--- config.mk ---
export PLATFORM = sky130hd
export DESIGN_NAME = fault_monitor
export DESIGN_NICKNAME = d
export VERILOG_FILES = /design/src/rtl/fault_monitor.sv
export SDC_FILE = /design/constraint.sdc
export NUM_CORES = 1
export LEC_CHECK = 0
export ABC_AREA = 0
export CAP_MARGIN = 5
export CORE_MARGIN = 3
export CORE_UTILIZATION = 50
export DETAILED_ROUTE_END_ITERATION = 6
export MAX_ROUTING_LAYER = met4
export PLACE_DENSITY = 0.86
export REMOVE_ABC_BUFFERS = 1
export SETUP_SLACK_MARGIN = 0.4
export SLEW_MARGIN = 20
export SYNTH_ARGS = -nofsm -noshare
export SYNTH_HDL_FRONTEND = slang
export SYNTH_SLANG_ARGS = --single-unit
--- constraint.sdc ---
create_clock -name clk -period 4.92 [get_ports clk]
set_input_delay 0.738 -clock clk [delete_from_list [all_inputs] [get_ports clk]]
set_output_delay 0.738 -clock clk [all_outputs]
set_load 0.005 [all_outputs]
--- src/rtl/fault_monitor.sv ---
// Fault-flag producer: checks each retiring instruction for illegal opcodes, contradictory
// control bits and a stuck ALU result, holds flags until acknowledged, and tracks pc_saved.
module fault_monitor #(
  parameter logic        ENABLE_FAULT_TOLERANCE = 1'b1,
  parameter int unsigned STUCK_LIMIT            = 8
) (
  input  logic        clk,
  input  logic        reset,
  input  logic        instr_valid,
  input  logic [6:0]  opcode,
  input  logic        reg_write,
  input  logic        mem_read,
  input  logic        mem_write,
  input  logic        branch,
  input  logic        jump,
  input  logic [31:0] alu_result,
  input  logic [31:0] pc_current,
  input  logic        safe_mode,
  input  logic        fault_ack,
  output logic        illegal_opcode,
  output logic        invalid_control,
  output logic        stuck_at_fault,
  output logic [31:0] pc_saved,
  output logic        fault_pending,
  output logic [7:0]  fault_count
);

  localparam logic [7:0] LP_LIMIT = 8'(STUCK_LIMIT);

  typedef enum logic [1:0] {ST_MONITOR, ST_FAULT, ST_COOLDOWN} state_t;

  state_t      r_state, w_next_state;
  logic        r_illegal, r_invalid, r_stuck;
  logic [31:0] r_pc_saved;
  logic [7:0]  r_count;
  logic [31:0] r_last_alu;
  logic [7:0]  r_rep;
  logic        r_have_last;

  logic        w_sample;
  logic        w_illegal, w_invalid, w_stuck, w_any;
  logic [7:0]  w_rep_next;

  function automatic logic is_legal_opcode(input logic [6:0] op);
    case (op)
      7'b0110011, 7'b0010011, 7'b0000011, 7'b0100011,
      7'b1100011, 7'b1101111, 7'b1100111, 7'b0110111,
      7'b0010111, 7'b1110011, 7'b0001111: is_legal_opcode = 1'b1;
      default:                            is_legal_opcode = 1'b0;
    endcase
  endfunction

  function automatic logic [7:0] sat_inc8(input logic [7:0] v);
    sat_inc8 = (v == 8'hFF) ? 8'hFF : v + 8'd1;
  endfunction

  assign w_sample  = instr_valid && !safe_mode && (r_state == ST_MONITOR);
  assign w_illegal = !is_legal_opcode(opcode);
  assign w_invalid = (mem_read && mem_write) || (branch && jump) || (mem_write && reg_write);

  // First sample after reset/cooldown starts a fresh run of length 1.
  always_comb begin
    w_rep_next = 8'd1;
    if (r_have_last && (alu_result == r_last_alu)) w_rep_next = sat_inc8(r_rep);
  end

  assign w_stuck = (w_rep_next == LP_LIMIT);
  assign w_any   = ENABLE_FAULT_TOLERANCE && (w_illegal || w_invalid || w_stuck);

  always_comb begin
    w_next_state = r_state;
    case (r_state)
      ST_MONITOR:  if (w_sample && w_any) w_next_state = ST_FAULT;
      ST_FAULT:    if (fault_ack) w_next_state = ST_COOLDOWN;
      ST_COOLDOWN: w_next_state = ST_MONITOR;
      default:     w_next_state = ST_MONITOR;
    endcase
  end

  always_ff @(posedge clk) begin
    if (reset) begin
      r_state     <= ST_MONITOR;
      r_illegal   <= 1'b0;
      r_invalid   <= 1'b0;
      r_stuck     <= 1'b0;
      r_pc_saved  <= 32'h0;
      r_count     <= 8'd0;
      r_last_alu  <= 32'h0;
      r_rep       <= 8'd0;
      r_have_last <= 1'b0;
    end else begin
      r_state <= w_next_state;
      if (w_sample) begin
        r_last_alu  <= alu_result;
        r_rep       <= w_rep_next;
        r_have_last <= 1'b1;
        if (!w_any) r_pc_saved <= pc_current;
      end
      if (w_sample && w_any) begin
        r_illegal <= w_illegal;
        r_invalid <= w_invalid;
        r_stuck   <= w_stuck;
        r_count   <= sat_inc8(r_count);
      end
      if ((r_state == ST_FAULT) && fault_ack) begin
        r_illegal <= 1'b0;
        r_invalid <= 1'b0;
        r_stuck   <= 1'b0;
      end
      // Recovery restarts the stuck run so a retried sequence is judged afresh.
      if (r_state == ST_COOLDOWN) begin
        r_rep       <= 8'd0;
        r_have_last <= 1'b0;
      end
    end
  end

  assign illegal_opcode  = r_illegal;
  assign invalid_control = r_invalid;
  assign stuck_at_fault  = r_stuck;
  assign pc_saved        = r_pc_saved;
  assign fault_pending   = (r_state == ST_FAULT);
  assign fault_count     = r_count;

endmodule
==> results of run 1 <==
-- report_power, final --
group | switching, mW | internal [mW]
logic | 0.0762 | 0.102
clock network | 0.249 | 0.298
registers | 0.0129 | 0.714
total | 0.338 | 1.11
-- metal layers --
layer	routed length [um]	track usage [%]	vias to the layer above
met3	740	7.32	8
met1	3760	25.8	1604
met2	4670	37.6	103
met5	0	-	-
li1	-	-	1730
met4	110	7.69	0
-- flip-flops by register name, indices dropped and copies added (netlist names) --
name             count
illegal_opcode       1
r_have_last          1
r_rep                8
fault_count          8
r_state              2
stuck_at_fault       1
r_last_alu          32
pc_saved            32
invalid_control      1
-- layout make-up --
type	count	share of cell area [%]
multi-input combinational	321	36.9
inverter	8	0.566
clock inverter	6	1.60
tap	99	2.33
timing repair buffer	126	23.6
sequential	86	32.4
clock buffer	10	2.59
-- kinds of logic (layout without fill, tap and decap cells) --
family	Yosys count	after routing	share of synthesized area [%]
xor gates and xnor gates	32	32	7.33
DFF	86	86	45.0
buffers and inverters	32	150	3.96
and+or+nand+nor	180	180	22.9
AOI/OAI and AO/OA	75	75	11.7
adders and majority gates	2	2	0.655
muxes	32	32	8.38
-- per-stage QoR --
| step | area [sq um] | hold slack [ps] | setup slack (ps) |
|---|---|---|---|
| floorplan | 3700 | 430 | 539 |
| global placement | 5080 | 444 | 1530 |
| detailed placement | 5080 | 460 | 1400 |
| CTS | 5310 | 472 | 1770 |
| global route | 5310 | 490 | 1490 |
| finish | 5310 | 470 | 1790 |
-- layout by cell type (no fill, tap or decap), drive strengths merged, types with 3 or more instances in the layout --
cell,instances
a211oi,4
nand2,69
and3,9
o21ai,4
clkdlybuf4s50,123
dfxtp,86
nand3,11
mux2i,32
nor2,48
nand2b,5
buf,3
xor2,3
a21oi,51
nand4,9
a31oi,5
xnor2,29
nor3,12
inv,8
clkbuf,10
-- worst max-delay path: cells and delay by family --
kind,cells,cell delay [ps]
buf+inv,1,450
mux,1,430
compound gates,2,300
simple gates,4,1410
-- path summary, 6_finish.rpt --
check / start / depth (start not counted) / end
worst max-delay path: opcode[6] / 8 / pc_saved[30]$_SDFFE_PP0P_
worst min-delay path: r_last_alu[4]$_SDFFE_PP0P_ / 2 / r_last_alu[4]$_SDFFE_PP0P_
worst max register to register: r_rep[0]$_SDFFE_PP0P_ / 8 / pc_saved[30]$_SDFFE_PP0P_
worst min register to register: r_last_alu[4]$_SDFFE_PP0P_ / 2 / r_last_alu[4]$_SDFFE_PP0P_
==> flow_summary.json, run 1 <==
{
  "grt_usage_pct": 22.7,
  "r2r_slack_ps": 2150,
  "multi_input_area_sq_um": 1960,
  "post_cts_resized": 0,
  "status": "complete, no violations",
  "grt_first_pass_wirelength_mm": 15.4,
  "routed_wl_mm": 9.29,
  "drtIter0Drc": 127,
  "clkTransAtPathRegs_ps": 80,
  "cts-buffers-inserted": 9,
  "io_buffers": 124,
  "synth-async-reset-ratio_pct": 0,
  "synth_top_area_share_pct": 45.0,
  "cts_tree": "yes",
  "pin_count": 125,
  "avgRoutedWirePerCell_um": 14.2,
  "yosys_register_bits": 86,
  "path_cells": "clkdlybuf4s50_1, nand2b_1, o21ai_0, a32oi_1, nor3b_2, nand3_2, mux2i_1, nor2_1",
  "diodes": 0,
  "rsz0062_at_grt": "no",
  "postCtsSetupBuffers": 0,
  "required_ps": 5140,
  "drv_cap": 0,
  "via_per_inst": 5.25,
  "synth-edff-count": 0,
  "fmax_mhz": 320,
  "initial_core_util_pct": 52.1,
  "end_kind": "flop",
  "vias": 3445,
  "leakagePower_nw": 2.12,
  "synth.distinct_cells": 48,
  "drc": 0,
  "cts-root-buf": "clkbuf_8",
  "place.gp.congestion": 0.815,
  "finalSetupTns_ps": 0,
  "post-route-period-util_pct": 63.5,
  "htreeDepth": 3,
  "crit_type": "input pin to flop",
  "powerDensity_nw_per_um2": 274,
  "drive_gt1_share_pct": 5.57,
  "grt_antenna_before_repair": 0,
  "synth_common_cells": "dfxtp_1 (86), nand2_1 (69), a21oi_1 (50), nor2_1 (48), mux2i_1 (32)",
  "synth-main-ff-cell": "dfxtp_1",
  "die_w_um": 93.4,
  "cts_buffer_depth": 2,
  "ir_worst_vdd_v": 0.000189,
  "yosys.area.top_type": "dfxtp_1",
  "hold_class": "flop to flop",
  "slew_headroom_pct": 31.9,
  "ys_top_cells_by_area": "dfxtp_1 (45%), mux2i_1 (8.4%), nand2_1 (6.8%)",
  "critPathMaxStageDelay_ps": 850,
  "rows": 31,
  "cpMaxStageDelayCell": "nand3_2",
  "worst_pin_slew_ps": 1020,
  "ant_nets": 0,
  "syn_to_final_growth_pct": 38.9,
  "core_sq_um": 7330,
  "startpoint_type": "input pin",
  "finalNonFillerCells": 656,
  "place_inst": 640,
  "min_period_ps": 3130,
  "dp_hpwl_mm": 6.70,
  "yosysWarnings": 0,
  "dr.pass1.iters": 5,
  "clock_skew_ps": 9.77,
  "yosysMostFrequentCell": "dfxtp_1",
  "crit_path_max_fanout": 32,
  "grt_start_max_net_pins": 48,
  "fin_util_pct": 72.4,
  "insertion_delay_ps": 350,
  "arrival_ps": 3350,
  "fp.dieH_um": 93.4,
  "synth_area_sq_um": 3820,
  "dieArea_sq_um": 8730,
  "setup_viol": 0,
  "regArea_sq_um": 1720,
  "overflow": 0,
  "yosysSeqAreaShare_pct": 45.0,
  "cts_hold_buf": 0,
  "grt_pass1_vias": 3409,
  "power_mw": 1.45,
  "synth_area_per_cell_sq_um": 8.71,
  "finalMaxSlewViolations": 0,
  "timing.final.hold_violations": 0,
  "nFillCells": 544,
  "cts.sinks": 86,
  "fin_nets": 635,
  "synth_cells": 439
}
Power figures use the tool's default switching activity.
==> run 2, diff against run 1 <==
--- a/config.mk
+++ b/config.mk
@@ -8,10 +8,10 @@
 export ABC_AREA = 0
 export CAP_MARGIN = 5
 export CORE_MARGIN = 3
-export CORE_UTILIZATION = 50
+export CORE_UTILIZATION = 42
 export DETAILED_ROUTE_END_ITERATION = 6
 export MAX_ROUTING_LAYER = met4
-export PLACE_DENSITY = 0.86
+export PLACE_DENSITY = 0.77
 export REMOVE_ABC_BUFFERS = 1
 export SETUP_SLACK_MARGIN = 0.4
 export SLEW_MARGIN = 20
==> constraint.sdc (replaced) <==
create_clock -name clk -period 2.8 [get_ports clk]
set_input_delay 0.42 -clock clk [delete_from_list [all_inputs] [get_ports clk]]
set_output_delay 0.42 -clock clk [all_outputs]
set_load 0.005 [all_outputs]
==> run 2 against run 1 <==
Non-clock buffer count is 5 higher. Highest routed layer unchanged. Critical endpoint is now pc_saved[29]$_SDFFE_PP0P_. Global-route usage decreased by 2.9 points. Power grew 89%.
==> flow_summary.json, run 2 (same netlist as run 1, synthesis figures left out) <==
{
  "dp_hpwl_mm": 7.03,
  "min-delay-start": "r_last_alu[4]$_SDFFE_PP0P_",
  "cts-buffers-inserted": 9,
  "startpoint_type": "input pin",
  "grt_usage_pct": 19.8,
  "setup_viol": 0,
  "powerDensity_nw_per_um2": 503,
  "slew_headroom_pct": 60.1,
  "grt_first_pass_wirelength_mm": 15.8,
  "required_ps": 3040,
  "place_inst": 654,
  "clock_skew_ps": 8.62,
  "finalSetupTns_ps": 0,
  "grt_antenna_before_repair": 0,
  "end_kind": "flop",
  "combPwrFrac_pct": 11.8,
  "crit_type": "input pin to flop",
  "crit_path_max_fanout": 20,
  "cts_tree": "yes",
  "internal_power_mw": 2.15,
  "post-route-period-util_pct": 80.9,
  "ir_worst_vdd_v": 0.000265,
  "drv_cap": 0,
  "timing.final.hold_violations": 0,
  "mostFrequentLayoutCells": "clkdlybuf4s50_1 (123), dfxtp_1 (86), nand2_1 (69), a21oi_1 (50), nor2_1 (48)",
  "r2r_slack_ps": 590,
  "via_per_inst": 5.23,
  "status": "complete, no violations",
  "switching_share_pct": 21.9,
  "grt_start_max_net_pins": 50,
  "leakagePower_nw": 2.19,
  "p_sw_mw": 0.601,
  "hold_class": "flop to flop",
  "drc": 0,
  "r2r_end": "pc_saved[29]$_SDFFE_PP0P_",
  "grt_pass1_vias": 3523,
  "insertion_delay_ps": 350,
  "seqPwrFrac_pct": 46.5,
  "cts-root-buf": "clkbuf_8",
  "drive_gt1_share_pct": 6.58,
  "final_common_cell": "clkdlybuf4s50_1",
  "drtIter0Drc": 122,
  "fp.dieH_um": 101,
  "pin_count": 125,
  "r2r_start": "r_rep[0]$_SDFFE_PP0P_",
  "diodes": 0,
  "hold_path_end": "r_last_alu[4]$_SDFFE_PP0P_",
  "place.gp.congestion": 0.804,
  "hold_path_depth": 2,
  "io_buffers": 124,
  "clkTransAtPathRegs_ps": 90,
  "power_mw": 2.75,
  "finalNonFillerCells": 670,
  "rows": 34,
  "reg2reg_depth": 9,
  "die_w_um": 101,
  "fin_util_pct": 62.3,
  "avgRoutedWirePerCell_um": 14.4,
  "cts_buffer_depth": 2,
  "fin_nets": 640,
  "overflow": 0,
  "finalMaxSlewViolations": 0,
  "initial_core_util_pct": 43.6,
  "ant_nets": 0,
  "routed_wl_mm": 9.67,
  "clkPwrFrac_pct": 41.7,
  "min_period_ps": 2270,
  "fmax_mhz": 441,
  "cts.sinks": 86,
  "htreeDepth": 3,
  "core_sq_um": 8760,
  "syn_to_final_growth_pct": 42.8,
  "dr.pass1.iters": 6,
  "worst_pin_slew_ps": 599,
  "rsz0062_at_grt": "no",
  "arrival_ps": 2500,
  "vias": 3503,
  "dieArea_sq_um": 10300
}
## run 2: cell types whose count changed in the layout (fill, tap and decap cells not counted), sizes merged
cell,delta
clkinvlp,-1
bufinv,+2
clkinv,-1
buf,+5
## run 2: per-layer routing
metal / part of all wire, % / global-route usage (%) / vias up / wire length, um
met3: 9.1 / 8.06 / 14 / 880
li1: - / - / 1738 / -
met4: 1.4 / 7.06 / 0 / 140
met2: 48 / 32.0 / 129 / 4630
met1: 42 / 22.0 / 1622 / 4030
met5: 0 / - / - / 0
## run 2: critical path: stages
cell and delay, ps:
clkdlybuf4s50_1 440, xnor2_1 240, nand4_1 190, nor4_2 310, nand4_2 220, nand3_2 190
buf_12 200, mux2i_1 220, nor2_1 60
## run 2: area by class of cell
type	count	area [sq um]
Fill cell	756	3300
Tap cell	108	135
Sequential cell	86	1720
Inverter	8	30.0
Timing Repair Buffer	131	1340
Multi-Input combinational cell	321	1960
Clock inverter	6	133
Clock buffer	10	138
## run 2: power groups by stage
stage	Sequential (mW)	Clock [mW]	Combinational (mW)
2_1_floorplan	1.30	0	0.129
3_3_place_gp	1.30	0	0.319
3_5_place_dp	1.31	0	0.327
4_1_cts	1.28	1.17	0.328
5_1_grt	1.28	1.22	0.357
6_report	1.28	1.15	0.325
## run 2: repair_timing
item | CTS | global route
gates resized for setup | 0 | 1
setup buffers | 0 | 0
endpoints found under the setup margin | 0 | 20
hold buffers | 0 | 0
## run 2: worst max-delay path by stage
| stage | startpoint | to | cells past startpoint | slack [ps] |
|---|---|---|---|---|
| floorplan | instr_valid | pc_saved[0]$_SDFFE_PP0P_ | 4 | -1260 |
| finish | alu_result[6] | pc_saved[29]$_SDFFE_PP0P_ | 9 | 530 |
| global route | alu_result[12] | pc_saved[9]$_SDFFE_PP0P_ | 9 | 410 |
| global placement | alu_result[6] | pc_saved[13]$_SDFFE_PP0P_ | 9 | 130 |
| CTS | alu_result[6] | pc_saved[29]$_SDFFE_PP0P_ | 9 | 420 |
| detailed placement | alu_result[6] | fault_count[7]$_SDFFE_PP0P_ | 9 | 70 |
## run 2: stage by stage
stage | hold slack, ps | setup slack [ps] | instance area, sq um
after CTS | 471 | 425 | 5450
after global placement | 445 | 130 | 5180
after detailed placement | 458 | 70.7 | 5180
after global routing | 495 | 413 | 5460
after floorplan | 430 | -1260 | 3700
final | 467 | 535 | 5460
